===== src/rtl/forwarding_select_unit.sv =====
// Forwarding-control unit: tracks EX/MEM/WB destinations and registers the EX operand mux selects.
// Optional macro FWD_WB_LATE_BYPASS_EN enables the WB-late (011) bypass for read-before-write register files.
module forwarding_select_unit #(
  parameter int REG_ADDR_W = 5,
  parameter int SEL_W      = 3
) (
  input  logic                  clk,
  input  logic                  reset,
  input  logic [REG_ADDR_W-1:0] id_rs1,
  input  logic [REG_ADDR_W-1:0] id_rs2,
  input  logic                  id_use_rs1,
  input  logic                  id_use_rs2,
  input  logic [REG_ADDR_W-1:0] id_rd,
  input  logic                  id_write_en,
  input  logic                  id_is_load,
  input  logic                  mem_busy,
  input  logic                  flush,
  output logic [SEL_W-1:0]      fwd_sel1,
  output logic [SEL_W-1:0]      fwd_sel2,
  output logic                  load_stall
);

  localparam logic [SEL_W-1:0] SEL_RF      = SEL_W'(0);
  localparam logic [SEL_W-1:0] SEL_EXMEM   = SEL_W'(1);
  localparam logic [SEL_W-1:0] SEL_MEMWB   = SEL_W'(2);
  localparam logic [SEL_W-1:0] SEL_WB_LATE = SEL_W'(3);
  localparam logic [SEL_W-1:0] SEL_LOAD    = SEL_W'(4);

  typedef struct packed {
    logic [REG_ADDR_W-1:0] rd;
    logic                  wen;
    logic                  load;
  } entry_t;

  entry_t ex_q;
  entry_t mem_q;
`ifdef FWD_WB_LATE_BYPASS_EN
  entry_t wb_q;
`endif

  logic ex_hit1, ex_hit2;
  logic mem_hit1, mem_hit2;
  logic wb_hit1, wb_hit2;
  logic [SEL_W-1:0] next_sel1, next_sel2;
  entry_t id_entry;

  // x0 is hardwired zero, so a write to it is never a forwarding source.
  function automatic logic hit(input logic used, input logic [REG_ADDR_W-1:0] rs,
                               input entry_t e);
    return used && e.wen && (e.rd == rs) && (e.rd != '0);
  endfunction

  // Nearest producer wins: EX entry, then MEM entry, then WB entry.
  function automatic logic [SEL_W-1:0] sel_code(input logic ex_hit, input logic mem_hit,
                                                input logic mem_load, input logic wb_hit);
    if (ex_hit)       return SEL_EXMEM;
    else if (mem_hit) return mem_load ? SEL_LOAD : SEL_MEMWB;
    else if (wb_hit)  return SEL_WB_LATE;
    else              return SEL_RF;
  endfunction

  always_comb begin
    ex_hit1  = hit(id_use_rs1, id_rs1, ex_q);
    ex_hit2  = hit(id_use_rs2, id_rs2, ex_q);
    mem_hit1 = hit(id_use_rs1, id_rs1, mem_q);
    mem_hit2 = hit(id_use_rs2, id_rs2, mem_q);
`ifdef FWD_WB_LATE_BYPASS_EN
    wb_hit1  = hit(id_use_rs1, id_rs1, wb_q);
    wb_hit2  = hit(id_use_rs2, id_rs2, wb_q);
`else
    wb_hit1  = 1'b0;
    wb_hit2  = 1'b0;
`endif
    next_sel1 = sel_code(ex_hit1, mem_hit1, mem_q.load, wb_hit1);
    next_sel2 = sel_code(ex_hit2, mem_hit2, mem_q.load, wb_hit2);
  end

  // A load in EX cannot supply its data to the ID consumer next cycle; a bubble is needed.
  assign load_stall = !mem_busy && !flush && ex_q.load && (ex_hit1 || ex_hit2);

  always_comb begin
    id_entry      = '0;
    id_entry.rd   = id_rd;
    id_entry.wen  = id_write_en;
    id_entry.load = id_is_load;
  end

  always_ff @(posedge clk or negedge reset) begin
    if (!reset) begin
      ex_q     <= '0;
      mem_q    <= '0;
`ifdef FWD_WB_LATE_BYPASS_EN
      wb_q     <= '0;
`endif
      fwd_sel1 <= SEL_RF;
      fwd_sel2 <= SEL_RF;
    end else if (!mem_busy) begin
      mem_q <= ex_q;
`ifdef FWD_WB_LATE_BYPASS_EN
      wb_q  <= mem_q;
`endif
      // Flushed or stalled ID instruction does not enter EX; a bubble (wen=0) takes its place.
      if (flush || load_stall) begin
        ex_q     <= '0;
        fwd_sel1 <= SEL_RF;
        fwd_sel2 <= SEL_RF;
      end else begin
        ex_q     <= id_entry;
        fwd_sel1 <= next_sel1;
        fwd_sel2 <= next_sel2;
      end
    end
  end

  sel1_legal: assert property (@(posedge clk) disable iff (!reset) fwd_sel1 <= SEL_LOAD);
  sel2_legal: assert property (@(posedge clk) disable iff (!reset) fwd_sel2 <= SEL_LOAD);
  stall_quiet: assert property (@(posedge clk) disable iff (!reset)
                                load_stall |-> (!flush && !mem_busy));

endmodule

===== config.mk =====
export PLATFORM = sky130hd
export DESIGN_NAME = forwarding_select_unit
export DESIGN_NICKNAME = d
export VERILOG_FILES = /design/src/rtl/forwarding_select_unit.sv
export SDC_FILE = /design/constraint.sdc
export NUM_CORES = 1
export LEC_CHECK = 0
export BUFFER_PORTS_ARGS = -buffer_cell sky130_fd_sc_hd__buf_2
export CORE_AREA = 4 4 58 60
export CTS_CLUSTER_SIZE = 28
export DETAILED_ROUTE_END_ITERATION = 8
export DIE_AREA = 0 0 62 64
export GPL_ROUTABILITY_DRIVEN = 0
export GPL_TIMING_DRIVEN = 0
export PLACE_DENSITY = 0.63
export SLEW_MARGIN = 10
export SYNTH_ARGS = -nofsm -noshare
export SYNTH_HDL_FRONTEND = slang
export SYNTH_SLANG_ARGS = --single-unit

===== constraint.sdc =====
create_clock -name clk -period 1.7 [get_ports clk]
set_clock_uncertainty 0.1 [all_clocks]
set_input_delay 0.255 -clock clk [delete_from_list [all_inputs] [get_ports clk]]
set_output_delay 0.255 -clock clk [all_outputs]
set_load 0.02 [all_outputs]

== Word-level counts from Yosys, hierarchy flattened ==
Index checks and enable logic that the tools add are counted.

* Register bits after elaboration: 20
* Input port bits: 23
* Output and inout bits: 7
* Word-level logic and storage cells: 41

* Eq/ne operators: 4
* Muxes and demuxes: 8
* Reductions and logical operators: 21

{| class="wikitable"
|+ Operators by type and width
! cell !! number
|-
| $mux W3 || 7
|-
| $eq A5 B5 Y1 || 4
|-
| $logic_and A1 B1 Y1 || 15
|-
| $reduce_bool A5 Y1 || 2
|-
| $mux W7 || 1
|-
| $logic_not A1 Y1 || 2
|-
| $logic_or A1 B1 Y1 || 2
|}

== Depth between registers and ports, before layout ==
Gate-level depths: netlist (run 1).

* Depth after elaboration: 7
* Mapped depth: 5
* Gate-level depth less buffers: 5

== Worst setup path after synthesis (run 1) ==
OpenSTA, ideal clock, no wires.

* Kind: register -> output
* Start: reg ex_q[6] (netlist bit)
* End: out load_stall
* Arrival: 1.709 ns
* Data required time: 1.345 ns
* Slack: -0.364 ns
* Cell stages (with the launch flop): 6
* Path buffers: 0
* Cell sequence: dfrtp_1 -> xor2_1 -> nor4_1 -> nand3_1 -> a21o_2 -> nor3_1

* Cells in the longest elaborated chain, start to end: 5
* Elaborated cells on any way between the ends: 9
* Those cells by class: eq/ne: 2; reduce/logical: 7

{| class="wikitable"
|+ RTL lines
! what !! line !! text
|-
| from (decl) || 35 || <nowiki>entry_t ex_q;</nowiki>
|-
| from (signal assigned) || 108 || <nowiki>ex_q <= id_entry;</nowiki>
|-
| $eq A5 B5 Y1 || 50 || <nowiki>return used && e.wen && (e.rd == rs) && (e.rd != '0);</nowiki>
|-
| $logic_and A1 B1 Y1 (2 in series) || 50 ||
|-
| $logic_or A1 B1 Y1 (*) || 79 || <nowiki>assign load_stall = !mem_busy && !flush && ex_q.load && (ex_hit1 || ex_hit2);</nowiki>
|-
| $logic_and A1 B1 Y1 (*) || 79 ||
|-
| to (decl) || 20 || <nowiki>output logic load_stall</nowiki>
|}

Every way passes the cells marked *; elsewhere a longest branch is shown, timed or not.

== Worst setup path in the final report (run 1) ==
Ends and elaborated chain as after synthesis.

==> metrics.txt, run 1 <==
# TYPE chip_impl_metric gauge
chip_impl_info{name="critical_path.slowest_cell",value="sky130_fd_sc_hd__dfrtp_2"} 1
chip_impl_info{name="status",value="finished, violations left"} 1
chip_impl_metric{name="grt_use_total",unit="%"} 14.0
chip_impl_info{name="ys_dominant_reg_cell",value="sky130_fd_sc_hd__dfrtp_1"} 1
chip_impl_metric{name="synth-edff-count",unit=""} 0
chip_impl_metric{name="first_global_vias",unit=""} 928
chip_impl_metric{name="avgViaCountPerCell",unit=""} 5.32
chip_impl_metric{name="critical_path.max_fanout",unit=""} 3
chip_impl_info{name="synth_area_leader_cell",value="sky130_fd_sc_hd__dfrtp_1"} 1
chip_impl_metric{name="total_nets_after_synthesis",unit=""} 115
chip_impl_metric{name="utilization",unit="%"} 49.2
chip_impl_metric{name="timing.fmax",unit="MHz"} 449
chip_impl_info{name="leading_cell_types_by_count_after_synthesis",value="sky130_fd_sc_hd__dfrtp_1, sky130_fd_sc_hd__xor2_1, sky130_fd_sc_hd__a32o_1, sky130_fd_sc_hd__mux2_2, sky130_fd_sc_hd__nand2_1"} 1
chip_impl_metric{name="final_std_cells_w_o_fill",unit=""} 167
chip_impl_metric{name="setup-tns-final",unit="ps"} -2500
chip_impl_metric{name="setup-violations-final",unit=""} 12
chip_impl_metric{name="route.antenna.remaining_nets",unit=""} 0
chip_impl_metric{name="final.setup.worst_slack",unit="ps"} -529
chip_impl_metric{name="grt_antenna_before_repair",unit=""} 0
chip_impl_metric{name="placed_cells",unit=""} 153
chip_impl_metric{name="worstPathArrival",unit="ps"} 1870
chip_impl_metric{name="numCtsBuffers",unit=""} 3
chip_impl_metric{name="num_rows",unit=""} 20
chip_impl_metric{name="finalCritPeriodShare",unit="%"} 131
chip_impl_metric{name="number_of_max_slew_violations_in_the_final_report",unit=""} 0
chip_impl_metric{name="power_dens_cells",unit="nW/um^2"} 799
chip_impl_metric{name="finalCriticalPeriod",unit="ps"} 2230
chip_impl_info{name="cts_tree",value="yes"} 1
chip_impl_metric{name="io_pins",unit=""} 30
chip_impl_metric{name="synth_warnings",unit=""} 0
chip_impl_metric{name="max_cap_viol_count",unit=""} 0
chip_impl_info{name="failing_checks",value="setup timing"} 1
chip_impl_info{name="clock_tree.root_cell",value="sky130_fd_sc_hd__clkbuf_4"} 1
chip_impl_metric{name="synth.distinct_cells",unit=""} 17
chip_impl_metric{name="portBuffers",unit=""} 28
chip_impl_metric{name="nets",unit=""} 158
chip_impl_metric{name="global_route.overflow_total",unit=""} 0
chip_impl_info{name="rsz0062_at_grt",value="yes"} 1
chip_impl_info{name="synth_area_leaders",value="sky130_fd_sc_hd__dfrtp_1, sky130_fd_sc_hd__xor2_1, sky130_fd_sc_hd__mux2_2"} 1
chip_impl_metric{name="drtIter0Drc",unit=""} 28
chip_impl_info{name="cp-start-kind",value="flop"} 1
chip_impl_metric{name="worstPathBufferInverterCount",unit=""} 1
chip_impl_info{name="routed.top_layer",value="met4"} 1
chip_impl_metric{name="wirelength_met1",unit="microns"} 1030
chip_impl_info{name="worst_setup_path_end_kind",value="primary output"} 1
chip_impl_metric{name="hold_violations_final",unit=""} 0
chip_impl_metric{name="drive_gt1_share",unit="%"} 47.0
chip_impl_metric{name="synth_seq_cells",unit=""} 20
chip_impl_metric{name="syn-cell-area",unit="sq um"} 1030
chip_impl_metric{name="routed_wirelength",unit="microns"} 2510
chip_impl_metric{name="maxSlewHeadroom",unit="%"} 63.2
chip_impl_metric{name="pre_cts_slack",unit="ps"} -380
chip_impl_metric{name="synth.top_cell.area_share",unit="%"} 48.4
chip_impl_metric{name="cts.sinks",unit=""} 20
chip_impl_metric{name="place.detailed.hpwl",unit="microns"} 1900
chip_impl_metric{name="grt_max_degree",unit=""} 21
chip_impl_metric{name="first_pass_grt_wire_length",unit="microns"} 4150
chip_impl_metric{name="number_of_standard_cells_after_synthesis",unit=""} 92
chip_impl_metric{name="worstSkewPairLatency",unit="ps"} 310
chip_impl_metric{name="synth_sequential_area_ratio",unit="%"} 48.4
chip_impl_metric{name="data_required_time_of_the_worst_path",unit="ps"} 1340
chip_impl_metric{name="cts.path.max_buffers",unit=""} 2
chip_impl_info{name="worst_path_dominant_cell_family",value="simple AND/OR/NAND/NOR gates"} 1
chip_impl_metric{name="route.detailed.drc",unit=""} 0
chip_impl_info{name="path_cells",value="xor2_1, nor4_1, nand3_1, a21o_4, nor3_4, buf_6"} 1
chip_impl_metric{name="die_w",unit="microns"} 62
chip_impl_metric{name="clk_transition_reported_paths",unit="ps"} 130
chip_impl_metric{name="met3RoutedLength",unit="microns"} 139
chip_impl_metric{name="insertedDiodeCount",unit=""} 0
chip_impl_metric{name="synth.avg_cell_area",unit="sq um"} 11.2
chip_impl_info{name="min_path_type",value="in2reg"} 1
chip_impl_metric{name="worst_path_largest_cell_delay",unit="ps"} 450
chip_impl_metric{name="power.leakage",unit="uW"} 0.000650
chip_impl_metric{name="floorplan.initialDensity",unit="%"} 35.3
chip_impl_info{name="class_of_the_most_critical_setup_path",value="reg2out"} 1
chip_impl_metric{name="worst_slew_pin_slew",unit="ps"} 550
chip_impl_metric{name="vdd_drop_max",unit="mV"} 0.519
chip_impl_metric{name="wl_per_cell",unit="microns"} 15.0
chip_impl_info{name="synth_most_common_cell",value="sky130_fd_sc_hd__dfrtp_1"} 1
chip_impl_metric{name="synth-async-reset-ratio",unit="%"} 100
chip_impl_metric{name="firstDrtPassIters",unit=""} 4
chip_impl_metric{name="die_area",unit="sq um"} 3970
chip_impl_metric{name="die_height",unit="microns"} 64
chip_impl_metric{name="vias",unit=""} 888
chip_impl_metric{name="cts_max_level",unit=""} 1
chip_impl_metric{name="area_growth",unit="%"} 39.5
chip_impl_metric{name="floorplan.core_area",unit="sq um"} 2930
chip_impl_metric{name="routed-wl-met2",unit="microns"} 1300
chip_impl_metric{name="fin_total_pwr",unit="uW"} 1150
[cell families (layout without fill, tap and decap cells)]
| logic type | after synthesis | count (layout) | share of synthesized area [%] |
|---|---|---|---|
| and+or+nand+nor | 26 | 26 | 12.0 |
| xor gates and xnor gates | 20 | 20 | 16.9 |
| buffers and inverters | 3 | 45 | 1.09 |
| AOI/OAI and AO/OA | 16 | 16 | 13.9 |
| DFF | 20 | 20 | 48.4 |
| muxes | 7 | 7 | 7.63 |
[layout make-up]
type / instances / area, sq um
Multi-Input combinational cell: 69 / 603
Sequential cell: 20 / 505
Timing Repair Buffer: 38 / 228
Tap cell: 33 / 41.3
Fill cell: 263 / 1490
Clock buffer: 3 / 22.5
Buffer: 3 / 11.3
Clock inverter: 1 / 30.0
[cell usage in the layout, fill, tap and decap left out, types with 3 or more instances in the layout]
cell type and count:
sky130_fd_sc_hd__clkbuf_1 3, sky130_fd_sc_hd__o31ai_1 3, sky130_fd_sc_hd__buf_2 27, sky130_fd_sc_hd__xnor2_1 4, sky130_fd_sc_hd__a32o_1 7, sky130_fd_sc_hd__xor2_1 16, sky130_fd_sc_hd__dfrtp_2 4, sky130_fd_sc_hd__nor2_1 4
sky130_fd_sc_hd__mux2_2 7, sky130_fd_sc_hd__dfrtp_1 16, sky130_fd_sc_hd__nor3_1 3, sky130_fd_sc_hd__nand2_1 6, sky130_fd_sc_hd__buf_4 8, sky130_fd_sc_hd__clkbuf_4 3
[routing by layer]
| metal | vias up | global-route usage, % |
|---|---|---|
| li1 | 430 | - |
| met1 | 432 | 17.3 |
| met2 | 22 | 23.3 |
| met3 | 4 | 2.63 |
| met4 | 0 | 5.04 |
| met5 | - | 0 |
[where the power goes]
group / switching [uW] / internal (uW) / leakage, uW / total (uW)
Combinational: 106 / 104 / 0.000362 / 210
Sequential: 40.5 / 508 / 0.000261 / 549
Clock: 154 / 238 / 0.0000279 / 393
[state kept, by name (all words and copies together) (netlist names)]
register	count
ex_q	7
mem_q	7
fwd_sel1	3
fwd_sel2	3
[path summary, 6_finish.rpt]
kind	from	end	slack, ps	cells after the start
worst max-delay path	ex_q[6]	load_stall	-530	6
worst min-delay path	id_rd[3]	ex_q[5]	90	2
worst max register to register	ex_q[6]	ex_q[0]	-290	7
worst min register to register	fwd_sel2[1]	fwd_sel2[1]	390	2
max in group asynchronous	reset	ex_q[4]	850	2
min in group asynchronous	reset	mem_q[5]	310	2
[repair_timing]
action                                 4_1_cts  5_1_grt
hold buffers                                 1        0
setup buffers                               10        5
resized for setup                           15        8
endpoints found under the hold margin       20        0
setup endpoints to repair                   12       14
pin swaps                                   11       10
[per-stage QoR]
step / hold slack [ps] / cell area [sq um]
3_3_place_gp: 121 / 1230
3_5_place_dp: 125 / 1230
4_1_cts: 68.5 / 1400
5_1_grt: 74.8 / 1440
2_1_floorplan: -141 / 1040
6_report: 86.6 / 1440
Note: power is estimated with default switching activity, not from simulation.
==> run 2: changes to the inputs <==
--- a/config.mk
+++ b/config.mk
@@ -17,3 +17,4 @@
 export SYNTH_ARGS = -nofsm -noshare
 export SYNTH_HDL_FRONTEND = slang
 export SYNTH_SLANG_ARGS = --single-unit
+export TNS_END_PERCENT = 50
==> run 2 against run 1 <==
The run still ends with setup timing left. Clock power shrank 29%. Worst setup slack better by 2.7 ps. Wire length is 5.3% higher. Fmax is 0.12% higher. Combinational power shrank 5%. Total power down 11%. Sequential share of layout area increased by 0.34 points. First-iteration DRC count is 32% lower. Non-clock buffer count up 1.
==> metrics.txt, run 2 (synthesis results as in run 1) <==
# TYPE chip_impl_metric gauge
chip_impl_info{name="clock_tree.root_cell",value="sky130_fd_sc_hd__clkbuf_4"} 1
chip_impl_metric{name="max_cap_viol_count",unit=""} 0
chip_impl_metric{name="finalCriticalPeriod",unit="ps"} 2230
chip_impl_metric{name="drtIter0Drc",unit=""} 19
chip_impl_metric{name="postPlaceCellArea",unit="sq um"} 1230
chip_impl_metric{name="timing.fmax",unit="MHz"} 449
chip_impl_metric{name="maxSlewHeadroom",unit="%"} 62.7
chip_impl_metric{name="grt_use_total",unit="%"} 14.5
chip_impl_metric{name="utilization",unit="%"} 48.8
chip_impl_metric{name="die_w",unit="microns"} 62
chip_impl_info{name="leading_cell_types_in_the_layout_fill_and_taps_excluded",value="sky130_fd_sc_hd__buf_2, sky130_fd_sc_hd__xor2_1, sky130_fd_sc_hd__dfrtp_1"} 1
chip_impl_metric{name="route.antenna.remaining_nets",unit=""} 0
chip_impl_metric{name="pre_cts_slack",unit="ps"} -455
chip_impl_metric{name="firstDrtPassIters",unit=""} 4
chip_impl_metric{name="vdd_drop_max",unit="mV"} 0.481
chip_impl_metric{name="clk_transition_reported_paths",unit="ps"} 120
chip_impl_metric{name="place.detailed.hpwl",unit="microns"} 1920
chip_impl_metric{name="data_required_time_of_the_worst_path",unit="ps"} 1340
chip_impl_metric{name="number_of_max_slew_violations_in_the_final_report",unit=""} 0
chip_impl_info{name="class_of_the_most_critical_setup_path",value="reg2out"} 1
chip_impl_metric{name="cts.path.max_buffers",unit=""} 2
chip_impl_metric{name="worst_slew_pin_slew",unit="ps"} 558
chip_impl_metric{name="grt_antenna_before_repair",unit=""} 0
chip_impl_metric{name="critical_path.max_fanout",unit=""} 3
chip_impl_metric{name="power_dens_cells",unit="nW/um^2"} 722
chip_impl_metric{name="wl_per_cell",unit="microns"} 15.7
chip_impl_info{name="cts_tree",value="yes"} 1
chip_impl_metric{name="portBuffers",unit=""} 28
chip_impl_metric{name="worstSkewPairLatency",unit="ps"} 300
chip_impl_metric{name="area_growth",unit="%"} 38.1
chip_impl_metric{name="die_area",unit="sq um"} 3970
chip_impl_metric{name="numCtsBuffers",unit=""} 3
chip_impl_metric{name="die_height",unit="microns"} 64
chip_impl_metric{name="multiInputGateArea",unit="sq um"} 591
chip_impl_metric{name="floorplan.initialDensity",unit="%"} 35.3
chip_impl_info{name="status",value="finished, violations left"} 1
chip_impl_metric{name="first_global_vias",unit=""} 947
chip_impl_info{name="biggestRegsByFlops",value="ex_q: 7 flops, mem_q: 7 flops"} 1
chip_impl_metric{name="final.setup.worst_slack",unit="ps"} -526
chip_impl_metric{name="finalCritPeriodShare",unit="%"} 131
chip_impl_info{name="rsz0062_at_grt",value="yes"} 1
chip_impl_metric{name="area.sequential",unit="sq um"} 505
chip_impl_metric{name="grt_max_degree",unit=""} 21
chip_impl_metric{name="hold_violations_final",unit=""} 0
chip_impl_metric{name="cts.sinks",unit=""} 20
chip_impl_metric{name="avgViaCountPerCell",unit=""} 5.42
chip_impl_metric{name="drive_gt1_share",unit="%"} 45.9
chip_impl_info{name="worst_setup_path_end_kind",value="primary output"} 1
chip_impl_info{name="cp-start-kind",value="flop"} 1
chip_impl_metric{name="floorplan.core_area",unit="sq um"} 2930
chip_impl_info{name="min_path_type",value="in2reg"} 1
chip_impl_metric{name="global_route.overflow_total",unit=""} 0
chip_impl_metric{name="power.leakage",unit="uW"} 0.000649
chip_impl_metric{name="nets",unit=""} 159
chip_impl_metric{name="io_pins",unit=""} 30
chip_impl_metric{name="insertedDiodeCount",unit=""} 0
chip_impl_metric{name="first_pass_grt_wire_length",unit="microns"} 4270
chip_impl_metric{name="final_design_area_no_fill",unit="sq um"} 1430
chip_impl_metric{name="filler_cell_count",unit=""} 260
chip_impl_metric{name="num_rows",unit=""} 20
chip_impl_metric{name="routed_wirelength",unit="microns"} 2640
chip_impl_metric{name="fin_total_pwr",unit="uW"} 1030
chip_impl_metric{name="cts_max_level",unit=""} 1
chip_impl_metric{name="worstPathArrival",unit="ps"} 1870
chip_impl_info{name="mostFrequentLayoutCell",value="sky130_fd_sc_hd__buf_2"} 1
chip_impl_info{name="failing_checks",value="setup timing"} 1
chip_impl_metric{name="route.detailed.drc",unit=""} 0
chip_impl_metric{name="vias",unit=""} 910
chip_impl_metric{name="setup-violations-final",unit=""} 14
==> run 2: through the flow <==
step / hold WS, ps / TNS (ps) / cells
floorplan: -141 / -304 / 92
global placement: 121 / -2550 / 153
detailed placement: 124 / -2910 / 153
CTS: 75.5 / -3810 / 168
global route: 72.9 / -4810 / 168
finish: 84.7 / -3850 / 168
==> run 2: routing by layer <==
metal  global-route usage (%)  wire [microns]  up-vias
li1                         -               -      433
met2                     24.0            1360       28
met3                     2.83             137        6
met4                     6.63              53        0
met5                        0               0        -
met1                     17.5            1080      443
==> run 2: power by group <==
group          internal (uW)  switching, uW
clock network            131            149
registers                508           41.6
logic                    100            100
==> run 2: area by class of cell <==
cell class / count / area share, %
multi-input combinational: 69 / 41.4
sequential: 20 / 35.4
timing repair buffer: 39 / 17.0
tap: 33 / 2.89
clock buffer: 4 / 2.54
buffer: 3 / 0.789
==> run 2: path summary, 6_finish.rpt <==
check / start / end / slack (ps) / cells past startpoint
max: ex_q[2] / load_stall / -530 / 6
min: id_rd[3] / ex_q[5] / 80 / 2
max reg2reg: ex_q[2] / ex_q[0] / -320 / 7
min reg2reg: fwd_sel2[1] / fwd_sel2[1] / 390 / 2
max in group asynchronous: reset / ex_q[6] / 840 / 2
min in group asynchronous: reset / mem_q[1] / 320 / 2
==> run 2: what timing repair did <==
item,CTS,global route
setup endpoints to repair,12,14
gates resized for setup,13,8
buffers inserted,10,2
pin swaps,9,5
hold buffers,1,0
hold endpoints to repair,20,0
==> run 2: critical path, stage by stage (launching register included) <==
cell	delay (ps)
sky130_fd_sc_hd__dfrtp_2	450
sky130_fd_sc_hd__xor2_1	160
sky130_fd_sc_hd__nor4_2	300
sky130_fd_sc_hd__nand3_1	160
sky130_fd_sc_hd__a21o_4	240
sky130_fd_sc_hd__nor3_4	120
sky130_fd_sc_hd__buf_6	140
